<file path="src/rtl/pipe_pkg.sv">
// Pipeline boundary constants shared by every stage register instance.
// Holds ID/EX field widths, control bit offsets and data field offsets.
package pipe_pkg;

    localparam int IDEX_CTRL_W = 9;
    localparam int IDEX_DATA_W = 111;

    // ID/EX control field bit offsets
    localparam int CTRL_REG_DST_BIT    = 0;
    localparam int CTRL_ALU_SRC_BIT    = 1;
    localparam int CTRL_ALU_CTRL_LSB   = 2;
    localparam int CTRL_ALU_CTRL_W     = 4;
    localparam int CTRL_MEM_WRITE_BIT  = 6;
    localparam int CTRL_MEM_TO_REG_BIT = 7;
    localparam int CTRL_REG_WRITE_BIT  = 8;

    // ID/EX data field offsets
    localparam int WORD_W   = 32;
    localparam int REG_ID_W = 5;
    localparam int RD_LSB   = 0;
    localparam int RT_LSB   = 5;
    localparam int RS_LSB   = 10;
    localparam int IMM_LSB  = 15;
    localparam int REG2_LSB = 47;
    localparam int REG1_LSB = 79;

    // Packed views whose bit positions line up with the offsets above
    typedef struct packed {
        logic       reg_write;
        logic       mem_to_reg;
        logic       mem_write;
        logic [3:0] alu_ctrl;
        logic       alu_src;
        logic       reg_dst;
    } idex_ctrl_t;

    typedef struct packed {
        logic [WORD_W-1:0]   reg1;
        logic [WORD_W-1:0]   reg2;
        logic [WORD_W-1:0]   imm;
        logic [REG_ID_W-1:0] rs;
        logic [REG_ID_W-1:0] rt;
        logic [REG_ID_W-1:0] rd;
    } idex_data_t;

    typedef enum logic [1:0] {
        BND_IF_ID,
        BND_ID_EX,
        BND_EX_MEM,
        BND_MEM_WB
    } boundary_e;

    function automatic idex_ctrl_t idex_ctrl_unpack(
        input logic [IDEX_CTRL_W-1:0] bits
    );
        return idex_ctrl_t'(bits);
    endfunction

    function automatic idex_data_t idex_data_unpack(
        input logic [IDEX_DATA_W-1:0] bits
    );
        return idex_data_t'(bits);
    endfunction

endpackage

</file>
<file path="src/rtl/sat_counter.sv">
// Saturating up-counter used for stage performance statistics.
// Ports: clk, clr (sync reset), inc (count enable), q (count, sticks at max).
module sat_counter
    import pipe_pkg::*;
#(
    parameter int W = 16
) (
    input  logic         clk,
    input  logic         clr,
    input  logic         inc,
    output logic [W-1:0] q
);

    logic [W-1:0] cnt_q;
    logic [W-1:0] cnt_d;

    always_comb begin
        cnt_d = cnt_q;
        if (inc && (cnt_q != {W{1'b1}})) begin
            cnt_d = cnt_q + W'(1);
        end
    end

    always_ff @(posedge clk) begin
        if (clr) begin
            cnt_q <= '0;
        end else begin
            cnt_q <= cnt_d;
        end
    end

    assign q = cnt_q;

endmodule

</file>
<file path="src/rtl/pipe_stage_reg.sv">
// Pipeline stage register with valid/ready flow control, optional skid entry,
// flush-to-bubble and saturating stall/flush counters.
// Ports: clk, clr (sync reset), flush; in_valid/in_ready/in_ctrl/in_data
// upstream; out_valid/out_ready/out_ctrl/out_data downstream; stall_cnt,
// flush_cnt perf counters.
module pipe_stage_reg
    import pipe_pkg::*;
#(
    parameter int CTRL_W = IDEX_CTRL_W,
    parameter int DATA_W = IDEX_DATA_W,
    parameter int SKID   = 1,
    parameter int CNT_W  = 16
) (
    input  logic              clk,
    input  logic              clr,
    input  logic              flush,
    input  logic              in_valid,
    output logic              in_ready,
    input  logic [CTRL_W-1:0] in_ctrl,
    input  logic [DATA_W-1:0] in_data,
    output logic              out_valid,
    input  logic              out_ready,
    output logic [CTRL_W-1:0] out_ctrl,
    output logic [DATA_W-1:0] out_data,
    output logic [CNT_W-1:0]  stall_cnt,
    output logic [CNT_W-1:0]  flush_cnt
);

    logic              m_valid_q;
    logic              m_valid_d;
    logic [CTRL_W-1:0] m_ctrl_q;
    logic [CTRL_W-1:0] m_ctrl_d;
    logic [DATA_W-1:0] m_data_q;
    logic [DATA_W-1:0] m_data_d;

    logic s_valid;
    logic in_fire;
    logic out_fire;
    logic stall_inc;
    logic flush_inc;

    assign in_fire  = in_valid & in_ready;
    assign out_fire = m_valid_q & out_ready;

    if (SKID != 0) begin : g_skid

        logic              s_valid_q;
        logic              s_valid_d;
        logic [CTRL_W-1:0] s_ctrl_q;
        logic [CTRL_W-1:0] s_ctrl_d;
        logic [DATA_W-1:0] s_data_q;
        logic [DATA_W-1:0] s_data_d;

        // Only the flush gate is combinational; the rest comes from a flop.
        assign in_ready = ~s_valid_q & ~flush;
        assign s_valid  = s_valid_q;

        always_comb begin
            m_valid_d = m_valid_q;
            m_ctrl_d  = m_ctrl_q;
            m_data_d  = m_data_q;
            s_valid_d = s_valid_q;
            s_ctrl_d  = s_ctrl_q;
            s_data_d  = s_data_q;
            if (flush) begin
                m_valid_d = 1'b0;
                m_ctrl_d  = '0;
                m_data_d  = '0;
                s_valid_d = 1'b0;
                s_ctrl_d  = '0;
                s_data_d  = '0;
            end else if (out_fire) begin
                if (s_valid_q) begin
                    // in_ready was low, so no new entry competes here
                    m_valid_d = 1'b1;
                    m_ctrl_d  = s_ctrl_q;
                    m_data_d  = s_data_q;
                    s_valid_d = 1'b0;
                    s_ctrl_d  = '0;
                    s_data_d  = '0;
                end else if (in_fire) begin
                    m_valid_d = 1'b1;
                    m_ctrl_d  = in_ctrl;
                    m_data_d  = in_data;
                end else begin
                    m_valid_d = 1'b0;
                    m_ctrl_d  = '0;
                    m_data_d  = '0;
                end
            end else if (!m_valid_q) begin
                if (in_fire) begin
                    m_valid_d = 1'b1;
                    m_ctrl_d  = in_ctrl;
                    m_data_d  = in_data;
                end
            end else if (in_fire) begin
                // M is held by a stall: park the newcomer behind it
                s_valid_d = 1'b1;
                s_ctrl_d  = in_ctrl;
                s_data_d  = in_data;
            end
        end

        always_ff @(posedge clk) begin
            if (clr) begin
                s_valid_q <= 1'b0;
                s_ctrl_q  <= '0;
                s_data_q  <= '0;
            end else begin
                s_valid_q <= s_valid_d;
                s_ctrl_q  <= s_ctrl_d;
                s_data_q  <= s_data_d;
            end
        end

    end else begin : g_flat

        assign in_ready = (~m_valid_q | out_ready) & ~flush;
        assign s_valid  = 1'b0;

        always_comb begin
            m_valid_d = m_valid_q;
            m_ctrl_d  = m_ctrl_q;
            m_data_d  = m_data_q;
            if (flush) begin
                m_valid_d = 1'b0;
                m_ctrl_d  = '0;
                m_data_d  = '0;
            end else if (in_fire) begin
                m_valid_d = 1'b1;
                m_ctrl_d  = in_ctrl;
                m_data_d  = in_data;
            end else if (out_fire) begin
                m_valid_d = 1'b0;
                m_ctrl_d  = '0;
                m_data_d  = '0;
            end
        end

    end

    always_ff @(posedge clk) begin
        if (clr) begin
            m_valid_q <= 1'b0;
            m_ctrl_q  <= '0;
            m_data_q  <= '0;
        end else begin
            m_valid_q <= m_valid_d;
            m_ctrl_q  <= m_ctrl_d;
            m_data_q  <= m_data_d;
        end
    end

    assign out_valid = m_valid_q;
    assign out_ctrl  = m_ctrl_q;
    assign out_data  = m_data_q;

    // A flushed cycle is not a stall: the held entry is being discarded.
    assign stall_inc = m_valid_q & ~out_ready & ~flush;
    assign flush_inc = flush & (m_valid_q | s_valid);

    sat_counter #(
        .W (CNT_W)
    ) u_stall_cnt (
        .clk (clk),
        .clr (clr),
        .inc (stall_inc),
        .q   (stall_cnt)
    );

    sat_counter #(
        .W (CNT_W)
    ) u_flush_cnt (
        .clk (clk),
        .clr (clr),
        .inc (flush_inc),
        .q   (flush_cnt)
    );

endmodule

</file>
<file path="config.mk">
export PLATFORM = sky130hd
export DESIGN_NAME = pipe_stage_reg
export DESIGN_NICKNAME = d
export VERILOG_FILES = /design/src/rtl/pipe_pkg.sv /design/src/rtl/sat_counter.sv /design/src/rtl/pipe_stage_reg.sv
export SDC_FILE = /design/constraint.sdc
export NUM_CORES = 1
export LEC_CHECK = 0
export ABC_AREA = 1
export ABC_CLOCK_PERIOD_IN_PS = 2300
export CAP_MARGIN = 30
export CORE_UTILIZATION = 40
export DETAILED_ROUTE_END_ITERATION = 8
export PLACE_DENSITY = 0.66
export RECOVER_POWER = 25
export SLEW_MARGIN = 20
export SYNTH_ARGS = -nofsm -noshare
export SYNTH_HDL_FRONTEND = slang
export SYNTH_SLANG_ARGS = --single-unit
</file>
<file path="constraint.sdc">
create_clock -name clk -period 2.3 [get_ports clk]
set_input_delay 0.23 -clock clk [delete_from_list [all_inputs] [get_ports clk]]
set_output_delay 0.23 -clock clk [all_outputs]
set_load 0.02 [all_outputs]
</file>
======== Yosys cells after proc, flatten, opt, wreduce, memory -nomap -nowiden ========
Cells that the tools add are included.
word-level totals
  register bits ........................... 274
  bits of input ports ..................... 125
  output and inout bits ................... 154
operators by class
  eq/ne operators ......................... 4
  bitwise operators ....................... 10
  add/sub/neg operators ................... 2
  muxes and demuxes ....................... 20
  reductions and logical operators ........ 9
operator list
  cell                     number
  $mux W111                8
  $mux W9                  8
  $add A16 B1 Y16 const B  2
  $ne A16 B16 Y1 const B   2
  $and A1 B1 Y1            6
  $mux W1                  4
  $ne A2 B1 Y1 const B     2
  $reduce_and A2 Y1        2
  $reduce_bool A2 Y1       2
  $not A1 Y1               3
  $reduce_and A3 Y1        1
  $reduce_or A3 Y1         1
  $logic_and A1 B1 Y1      2
  $reduce_or A2 Y1         1
  $or A1 B1 Y1             1

======== Depth between registers and ports, before layout ========
Gate-level depths: netlist of run 1.
  depth after elaboration ................. 6
  gate-level depth with buffers ........... 9
  depth with buffers taken out ............ 9

======== Modules after synthesis ========
A second synthesis of run 1 with hierarchy kept.
second synthesis, totals
  cells, all modules ...................... 2025
  area, all modules ....................... 13356.6 um^2
modules (own cells, without submodules)
  module          area an instance (um^2)  seq. area each (um^2)  cells each  instances
  pipe_stage_reg  11497.3                  4844.6                 1727        1
  sat_counter     929.6                    320.3                  149         2

======== Worst setup path before layout of run 1 ========
Ideal clock, no wire load.
  kind .................................... register -> register
  start ................................... reg u_flush_cnt.cnt_q[0] (netlist: u_flush_cnt.q[0])
  end ..................................... reg u_flush_cnt.cnt_q[11] (netlist: u_flush_cnt.q[11])
  cell stages (with the launch flop) ...... 10
  period minus slack after synthesis ...... 1.651 ns
  arrival time ............................ 1.519 ns
  slack ................................... 0.649 ns
  cells stage by stage .................... dfxtp_1 ha_1 nand2_1 nor2_1 nand2_1 nor2_1 nor2_4 buf_6 nand2_1 a21oi_1
between the ends
  cells in the longest elaborated chain, start to end .. 2
ends and longest elaborated chain
  what                                                     line               text
  from (decl)                                              sat_counter.sv:14  logic [W-1:0] cnt_q;
  from (signal assigned)                                   sat_counter.sv:28  cnt_q <= cnt_d;
  branches (longest 2 deep; another with $add A16 B1 Y16)  n/a
Parallel ways; which one is timed is not known.
A chain may end at the register's enable or synchronous reset.

======== Worst setup path after layout of run 1 ========
  start ................................... reg m_valid_q (netlist: out_valid)
  end ..................................... reg g_skid.s_data_q[22]
between the ends
  cells in the longest elaborated chain, start to end .. 3
ends and longest elaborated chain
  what                                                                 line                   text
  from (decl)                                                          pipe_stage_reg.sv:29   logic m_valid_q;
  from (signal assigned)                                               pipe_stage_reg.sv:148  m_valid_q <= m_valid_d;
  $and A1 B1 Y1                                                        pipe_stage_reg.sv:43   assign out_fire = m_valid_q & out_ready;
  $ne A2 B1 Y1 (no source line) or $reduce_bool A2 Y1 (tied branches)  n/a
  $reduce_and A3 Y1 (no source line)                                   n/a
  to (signal assigned)                                                 pipe_stage_reg.sv:112  s_data_q <= s_data_d;
  to (decl)                                                            pipe_stage_reg.sv:51   logic [DATA_W-1:0] s_data_q;
Several ways; a longest one is shown, not always the timed one.

==> flow_summary.json, run 1 <==
{
  "run_status": "finished clean",
  "cp.arrival_ps": 2470,
  "nets": 1724,
  "syn_to_final_growth_pct": 37.2,
  "nFillCells": 2475,
  "yosys_warnings": 0,
  "grt_overflow": 0,
  "grt_pass1_wl_um": 51500,
  "grtUsageMet3_pct": 4.18,
  "hp-start": "in_data[20]",
  "final_common_cell": "nand2_1",
  "cts_htree_levels": 1,
  "cts_root_buffer": "clkbuf_16",
  "finalHoldViolCount": 0,
  "die-height_um": 167,
  "setup_viol": 0,
  "ff2ff_setup_slack_ps": 290,
  "grt_use_met1_pct": 30.6,
  "crit_required_ps": 2760,
  "netlist_instances": 1374,
  "drt_pre_antenna_iters": 7,
  "slew_headroom_pct": 61.6,
  "holdPathEnd": "g_skid.s_data_q[20]$_SDFFE_PP0P_",
  "irDropWorstVdd_v": 0.000442,
  "crit_type": "reg -> reg",
  "antenna_found_initial": 2,
  "rr_worst_depth": 7,
  "totalWireLength_um": 32400,
  "min-delay-path-class": "in -> reg",
  "antenna_left": 0,
  "first_global_vias": 9450,
  "setup_tns_ps": 0,
  "cp_max_fo": 43,
  "timing.hold.ws_ps": 270,
  "path_clk_slew_ps": 70,
  "synth_seq_cells": 274,
  "timing.rr.end": "g_skid.s_data_q[22]$_SDFFE_PP0P_",
  "fin_skew_ps": 22.6,
  "drc_errors": 0,
  "drtIter0Drc": 937,
  "ys_types": 26,
  "portBuffers": 278,
  "die_area_sq_mm": 0.0279,
  "fin_util_pct": 55.7,
  "total_power_mw": 10.9,
  "cts_setup_buffers": 0,
  "synth_nets": 1501,
  "syn-cell-area_sq_mm": 0.0109,
  "mostFrequentLayoutCells": "nand2_1, clkdlybuf4s50_1, dfxtp_1",
  "cts_tree": "yes",
  "place_hpwl_um": 20700,
  "wl_per_cell_um": 16.5,
  "use_met2_pct": 35.6,
  "holdBufCountCts": 0,
  "row_count": 60,
  "grt_setup_unrepaired": "no",
  "avgSynthCellArea_sq_um": 7.94,
  "cts_buffers": 29,
  "cts_num_sinks": 274,
  "place_congestion": 0.836,
  "ios": 279,
  "routed-via-count": 10396,
  "multiInputGateArea_sq_mm": 0.00476,
  "place_area_sq_mm": 0.0140,
  "r2r-start": "out_valid$_SDFF_PP0_",
  "regArea_sq_mm": 0.00549,
  "start_kind": "register",
  "layout-drive-gt1-share_pct": 5.49,
  "p_leak_nw": 5.32,
  "cap_violations": 0,
  "fmax_mhz": 498,
  "finalCritPeriodShare_pct": 87.3,
  "detail_route.vias_per_cell": 5.30,
  "clock_path_buffers": 3,
  "ctsResizeCount": 0,
  "yosysSeqAreaShare_pct": 50.3,
  "track_usage_pct": 22.4,
  "tightest_slew_ps": 576,
  "fp.coreArea_sq_mm": 0.0269,
  "power.density_mw_per_mm2": 729,
  "initial_utilization_pct": 40.6,
  "hold_path_depth": 3,
  "top_usage_layer": "met2",
  "crit_path_end_kind": "register",
  "grt_max_degree": 78,
  "design_area_sq_mm": 0.0150,
  "clkLatencyLatePin_ps": 550,
  "fp.dieW_um": 167,
  "fin_crit_ps": 2010,
  "drv_slew": 0
}
-- where the power goes --
part | switching (mW) | internal, mW | total, mW
Combinational | 0.517 | 0.477 | 0.994
Clock | 1.93 | 3.10 | 5.03
Sequential | 0.0504 | 4.84 | 4.89
-- worst max path at each step --
stage / end / slack [ps] / startpoint / depth (start not counted)
2_1_floorplan: u_flush_cnt.q[11]$_SDFFE_PP0P_ / 650 / u_flush_cnt.q[0]$_SDFFE_PP0P_ / 9
3_3_place_gp: out_data[32]$_SDFFE_PP0P_ / 220 / flush / 7
3_5_place_dp: out_data[18]$_SDFFE_PP0P_ / 200 / flush / 7
4_1_cts: flush_cnt[0] / 370 / u_flush_cnt.q[0]$_SDFFE_PP0P_ / 1
5_1_grt: g_skid.s_data_q[28]$_SDFFE_PP0P_ / 110 / out_valid$_SDFF_PP0_ / 7
6_report: g_skid.s_data_q[22]$_SDFFE_PP0P_ / 290 / out_valid$_SDFF_PP0_ / 7
-- cell type report --
type                            instances  share of cell area (%)
Clock inverter                         14                    1.36
Multi-Input combinational cell        962                    31.8
Timing Repair Buffer                  301                    21.0
Clock buffer                           40                    5.59
Sequential cell                       274                    36.6
Antenna cell                            2                  0.0334
Inverter                               29                   0.752
Tap cell                              341                    2.85
-- per-stage QoR --
step,instances,setup slack [ps]
final,1963,291
after global routing,1963,114
after floorplan,1374,649
after global placement,1907,215
after CTS,1961,371
after detailed placement,1907,199
-- critical path, stage by stage (launching register included) --
cell and delay (ps):
dfxtp_1 420, inv_2 100, nor2_4 120, inv_1 100, nor2_1 330, clkbuf_4 560
nand2_1 100, a21oi_1 180
-- synth_stat cells --
master	number	area (sq um)
nor2_4	5	56.3
a21oi_1	264	1320
xnor2_1	4	35.0
o21ai_0	115	576
clkbuf_1	35	131
o21ai_1	7	35.0
xor2_1	8	70.1
buf_4	21	158
inv_2	4	15.0
a22oi_1	120	901
dfxtp_1	274	5490
nand2_2	1	6.26
a31oi_1	2	12.5
ha_1	2	25.0
nor2_2	3	18.8
buf_6	2	22.5
o21ai_2	2	17.5
nand3_1	19	95.1
a21oi_4	1	16.3
nor2_1	50	188
nand2_1	344	1290
nor3_1	5	25.0
buf_2	51	255
nand4_1	10	62.6
clkinv_1	1	3.75
inv_1	24	90.1
-- state kept, by name, summed over array words and instances (netlist names) --
| signal | cells |
|---|---|
| g_skid.s_data_q | 111 |
| out_data | 111 |
| u_flush_cnt.q | 16 |
| u_stall_cnt.q | 16 |
| g_skid.s_ctrl_q | 9 |
| out_ctrl | 9 |
| g_skid.s_valid_q | 1 |
| out_valid | 1 |
-- kinds of logic (layout without fill, tap and decap cells) --
family	count (synthesis)	in the layout	synth area share, %
xor+xnor	12	12	0.963
fa+ha+maj	2	2	0.229
flops	274	274	50.3
compound gates	511	511	26.4
simple gates	437	437	16.0
other cells	0	2	0
buf+inv	138	384	6.19
-- layer usage --
layer / routed length (um) / share of wire [%] / up-vias
met1: 14600 / 45 / 4847
met2: 14800 / 46 / 323
met5: 0 / 0 / -
met3: 2100 / 6.5 / 53
li1: - / - / 5173
met4: 848 / 2.6 / 0
(Power assumes the default switching activity.)
==> run 2: changes to the inputs <==
- ABC_AREA: 1 -> default
- CAP_MARGIN: 30 -> default
- PLACE_DENSITY: 0.66 -> 0.67
==> run 2 against run 1 <==
  * Clock-buffer cell count increased by 3
  * Area after synthesis increased by 0.23%
  * Utilization increased by 1.8 points
  * Fmax decreased by 1.6%
  * Die area increased by 0.23%
  * Clock power about the same
  * Worst hold slack improved by 45 ps
  * Critical path depth decreased by 2
  * Register-to-register slack got worse by 30 ps
  * Wire length decreased by 2.3%
  * Non-clock buffer count increased by 32
  * Critical path type unchanged
  * Largest cell class unchanged
==> flow_summary.json, run 2 <==
{
  "run_status": "finished clean",
  "crit_path_top_delay_cell": "o21a_2",
  "final_common_cell": "dfxtp_1",
  "fp.coreArea_sq_mm": 0.0269,
  "crit_type": "reg -> reg",
  "ios": 279,
  "cts_tree": "yes",
  "cts_buffers": 30,
  "clock_path_buffers": 3,
  "routed-via-count": 9919,
  "grt_max_degree": 139,
  "row_count": 60,
  "synth_area_leaders": "dfxtp_1, a221oi_1, nor2_1",
  "syn-cell-area_sq_mm": 0.0109,
  "async_reset_ff_share_pct": 0,
  "synth_top_area_cell": "dfxtp_1",
  "p_leak_nw": 6.34,
  "grt_setup_unrepaired": "no",
  "clkLatencyLatePin_ps": 550,
  "min-delay-path-class": "in -> reg",
  "fmax_mhz": 490,
  "cp_max_fo": 27,
  "fin_crit_ps": 2040,
  "ctsResizeCount": 0,
  "synth_nets": 1299,
  "crit_required_ps": 2700,
  "setup_tns_ps": 0,
  "irDropWorstVdd_v": 0.000584,
  "yosys.cell_count.top_type": "dfxtp_1",
  "cts_htree_levels": 1,
  "antenna_found_initial": 0,
  "synth_seq_cells": 274,
  "fp.dieW_um": 167,
  "slew_headroom_pct": 26.3,
  "finalCritPeriodShare_pct": 88.8,
  "drtIter0Drc": 746,
  "die_area_sq_mm": 0.0280,
  "yosys.area.top_type_share_pct": 50.1,
  "cts_num_sinks": 274,
  "totalWireLength_um": 31700,
  "layout-drive-gt1-share_pct": 8.12,
  "holdBufCountCts": 0,
  "initial_utilization_pct": 40.7,
  "n_antenna_cell": 0,
  "wl_per_cell_um": 17.7,
  "yosysSeqAreaShare_pct": 50.1,
  "fin_ws_ps": 258,
  "finalHoldViolCount": 0,
  "drc_errors": 0,
  "first_global_vias": 9578,
  "grt_pass1_wl_um": 51600,
  "dp_slack_ps": 29.8,
  "cp.arrival_ps": 2440,
  "mostFrequentLayoutCells": "dfxtp_1, nor2_1, clkdlybuf4s50_1",
  "synth_commonest_cells": "dfxtp_1, nor2_1, nor3_1",
  "netlist_instances": 1172,
  "place_congestion": 0.806,
  "grt_overflow": 0,
  "path_clk_slew_ps": 60,
  "fin_skew_ps": 12.6,
  "cap_violations": 0,
  "yosys_warnings": 0,
  "critPathMaxStageDelay_ps": 460,
  "rr_worst_depth": 5,
  "setup_viol": 0,
  "hold_path_depth": 2,
  "avgSynthCellArea_sq_um": 9.33,
  "drt_pre_antenna_iters": 4,
  "nets": 1557,
  "path_cells": "or3b_1 -> o21a_2 -> buf_12 -> a221oi_1 -> nor3_1",
  "nFillCells": 2375,
  "tightest_slew_ps": 1110,
  "fin_util_pct": 57.5,
  "die-height_um": 167,
  "ys_types": 41,
  "portBuffers": 278,
  "detail_route.vias_per_cell": 5.53,
  "antenna_left": 0,
  "track_usage_pct": 22.3,
  "cts_setup_buffers": 0,
  "cts_root_buffer": "clkbuf_16",
  "drv_slew": 0,
  "synth_edf_count": 0,
  "syn_to_final_growth_pct": 41.2,
  "start_kind": "register",
  "power.density_mw_per_mm2": 716,
  "place_hpwl_um": 20600,
  "synth_top_flop_cell": "dfxtp_1",
  "crit_path_end_kind": "register"
}
run 2: cell types whose count changed after synthesis, sizes merged, moves of 78 or more:
cell and delta:
a21oi -240, a221oi +120, a22oi -120, nand2 -331, nor2 +144, nor2b +78, nor3 +120, o21ai -113
run 2: final timing paths:
kind / slack, ps / to / from
worst max-delay path: 260 / out_data[61]$_SDFFE_PP0P_ / g_skid.s_valid_q$_SDFFE_PP0P_
worst min-delay path: 310 / g_skid.s_data_q[93]$_SDFFE_PP0P_ / in_data[93]
worst max register to register: 260 / out_data[61]$_SDFFE_PP0P_ / g_skid.s_valid_q$_SDFFE_PP0P_
worst min register to register: 470 / g_skid.s_data_q[94]$_SDFFE_PP0P_ / g_skid.s_data_q[94]$_SDFFE_PP0P_
run 2: through the flow:
step / total power [mW] / instances / hold slack [ps] / cell area (sq um)
2_1_floorplan: 5.52 / 1172 / 363 / 10900
3_3_place_gp: 6.16 / 1739 / 456 / 14400
3_5_place_dp: 6.17 / 1739 / 454 / 14400
4_1_cts: 11.2 / 1794 / 289 / 15500
5_1_grt: 11.5 / 1794 / 315 / 15400
6_report: 11.1 / 1794 / 314 / 15400
run 2: cell families (layout without fill, tap and decap cells):
family,Yosys count,count (layout),synth area share (%)
compound gates,225,225,16.6
fa+ha+maj,2,2,0.229
buf+inv,112,393,4.30
flops,274,274,50.1
mux,79,79,7.30
simple gates,480,480,21.4
run 2: per-layer routing:
| metal | global-route usage (%) | vias to the layer above | wire [um] |
|---|---|---|---|
| met1 | 30.0 | 4738 | 14200 |
| met3 | 3.73 | 52 | 1900 |
| met4 | 6.78 | 0 | 907 |
| li1 | - | 4832 | - |
| met2 | 36.6 | 297 | 14600 |
| met5 | 0 | - | 0 |
run 2: cell type report:
class | count | area, sq um | share of cell area [%]
Clock buffer | 43 | 871 | 5.64
Clock inverter | 12 | 166 | 1.08
Inverter | 5 | 18.8 | 0.122
Multi-Input combinational cell | 786 | 5030 | 32.5
Sequential cell | 274 | 5490 | 35.5
Tap cell | 341 | 427 | 2.76
Timing Repair Buffer | 333 | 3450 | 22.3
run 2: worst max-delay path, delay by kind of cell, from the launching register on:
| family | cells | cell delay, ps |
|---|---|---|
| compound gates | 2 | 770 |
| simple gates | 2 | 520 |
| flops | 1 | 320 |
| buf+inv | 1 | 270 |
run 2: where the power goes:
group,switching [mW],internal (mW)
sequential,0.0524,4.84
clock,1.95,3.07
combinational,0.591,0.549
==> run 3: changes to the inputs <==
- CELL_PAD_IN_SITES_DETAIL_PLACEMENT: default -> 0
- CELL_PAD_IN_SITES_GLOBAL_PLACEMENT: default -> 1
- PLACE_DENSITY: 0.67 -> default
- PLACE_DENSITY_LB_ADDON: default -> 0.1
==> run 3 against run 2 <==
  * Global-route usage is 0.80 points lower
  * Sequential cell count stayed put
  * Fmax about the same
  * First-iteration DRC count decreased by 12%
  * Sequential share of layout area grew 0.56 points
  * Cell count fell by 1.2%
  * Critical path depth decreased by 3
  * Die area unchanged
  * Register-to-register slack hardly changed
  * Wire length is 2.5% lower
==> flow_summary.json, run 3 (synthesis results as in run 2) <==
{
  "cts_tree": "yes",
  "top_usage_layer": "met2",
  "drt_pre_antenna_iters": 4,
  "fmax_mhz": 489,
  "crit_required_ps": 2070,
  "multiInputGateArea_sq_mm": 0.00503,
  "cap_violations": 0,
  "finalCritPeriodShare_pct": 88.9,
  "layout-drive-gt1-share_pct": 6.50,
  "wl_per_cell_um": 17.4,
  "path_clk_slew_ps": 60,
  "nFillCells": 2405,
  "p_leak_nw": 6.19,
  "place_area_sq_mm": 0.0143,
  "first_global_vias": 9313,
  "run_status": "finished clean",
  "detail_route.vias_per_cell": 5.53,
  "drv_slew": 0,
  "place_hpwl_um": 19100,
  "grt_use_met1_pct": 30.0,
  "min-delay-path-class": "in -> reg",
  "clkLatencyLatePin_ps": 540,
  "row_count": 60,
  "fp.dieW_um": 167,
  "cts_buffers": 30,
  "regArea_sq_mm": 0.00549,
  "portBuffers": 278,
  "ctsResizeCount": 0,
  "cts_htree_levels": 1,
  "fp.coreArea_sq_mm": 0.0269,
  "setup_viol": 0,
  "nets": 1540,
  "use_met2_pct": 33.9,
  "syn_to_final_growth_pct": 39.0,
  "design_area_sq_mm": 0.0152,
  "cts_num_sinks": 274,
  "initial_utilization_pct": 40.7,
  "start_kind": "register",
  "track_usage_pct": 21.5,
  "place_congestion": 0.766,
  "cp_max_fo": 8,
  "routed-via-count": 9806,
  "mostFrequentLayoutCells": "dfxtp_1, nor2_1, clkdlybuf4s50_1",
  "finalHoldViolCount": 0,
  "fin_skew_ps": 9.52,
  "final_cells": 1773,
  "antenna_left": 0,
  "slew_headroom_pct": 9.42,
  "clock_path_buffers": 3,
  "cts_setup_buffers": 0,
  "crit_path_end_kind": "primary output",
  "fin_crit_ps": 2040,
  "totalWireLength_um": 30900,
  "antenna_found_initial": 2,
  "grt_overflow": 0,
  "cts_root_buffer": "clkbuf_16",
  "drtIter0Drc": 654,
  "ios": 279,
  "holdBufCountCts": 0,
  "grtUsageMet3_pct": 4.09,
  "drc_errors": 0,
  "cp.arrival_ps": 1810,
  "tightest_slew_ps": 1360,
  "dp_slack_ps": -33.2,
  "place_inst": 1722,
  "die_area_sq_mm": 0.0280,
  "fin_ws_ps": 256,
  "final_common_cell": "dfxtp_1",
  "grt_pass1_wl_um": 49900,
  "grt_max_degree": 113,
  "die-height_um": 167,
  "power.density_mw_per_mm2": 684,
  "grt_setup_unrepaired": "no",
  "irDropWorstVdd_v": 0.000644,
  "crit_type": "reg -> out"
}
==> run 3: cell types whose count changed in the layout (fill, tap and decap cells not counted), moves of 2 or more <==
cell             previous run  this run
buf_12                     21        23
clkdlybuf4s50_1           175       177
dlygate4sd3_1             103       101
bufinv_16                   4         0
diode_2                     0         2
buf_4                      32        13
==> run 3: layout make-up <==
type	count	share of cell area, %
flip-flops and latches	274	36.1
multi-input cells	786	33.1
repair buffers	316	22.0
clock buffers	43	5.66
well taps	341	2.81
clock inverters	6	0.214
inverters	5	0.123
diodes	2	0.0329
==> run 3: stage by stage <==
stage / setup TNS [ps] / total power, mW / hold WS (ps) / utilization, %
2_1_floorplan: 0 / 5.52 / 363 / -
3_3_place_gp: 0 / 6.12 / 455 / 53.3
3_5_place_dp: -503 / 6.13 / 455 / 53.3
4_1_cts: 0 / 10.6 / 305 / 56.6
5_1_grt: 0 / 10.8 / 316 / 56.6
6_report: 0 / 10.4 / 323 / 56.6
==> run 3: worst paths after layout <==
kind,cells past startpoint,start,end,slack [ps]
setup / recovery,2,out_valid$_SDFF_PP0_,out_valid,260
hold / removal,3,in_data[20],g_skid.s_data_q[20]$_SDFFE_PP0P_,320
setup reg to reg,4,out_valid$_SDFF_PP0_,u_stall_cnt.q[15]$_SDFFE_PP0P_,270
hold reg to reg,1,g_skid.s_data_q[95]$_SDFFE_PP0P_,g_skid.s_data_q[95]$_SDFFE_PP0P_,470
==> run 3: worst max-delay path, cell delays in order (launching register included) <==
cell and delay [ps]:
dfxtp_1 400, buf_4 210, clkdlybuf4s50_1 670
==> run 3: metal layers <==
| layer | wire length, um | vias up | share of wire, % |
|---|---|---|---|
| li1 | - | 4796 | - |
| met4 | 578 | 0 | 1.9 |
| met5 | 0 | - | 0 |
| met3 | 1750 | 41 | 5.7 |
| met1 | 14500 | 4713 | 47 |
| met2 | 14100 | 256 | 46 |
==> run 3: where the power goes <==
part | total (mW) | internal (mW) | leakage [nW] | switching [mW]
Clock | 4.41 | 2.56 | 0.440 | 1.85
Sequential | 4.89 | 4.84 | 2.22 | 0.0501
Combinational | 1.09 | 0.514 | 3.53 | 0.577
Total | 10.4 | 7.92 | 6.19 | 2.48
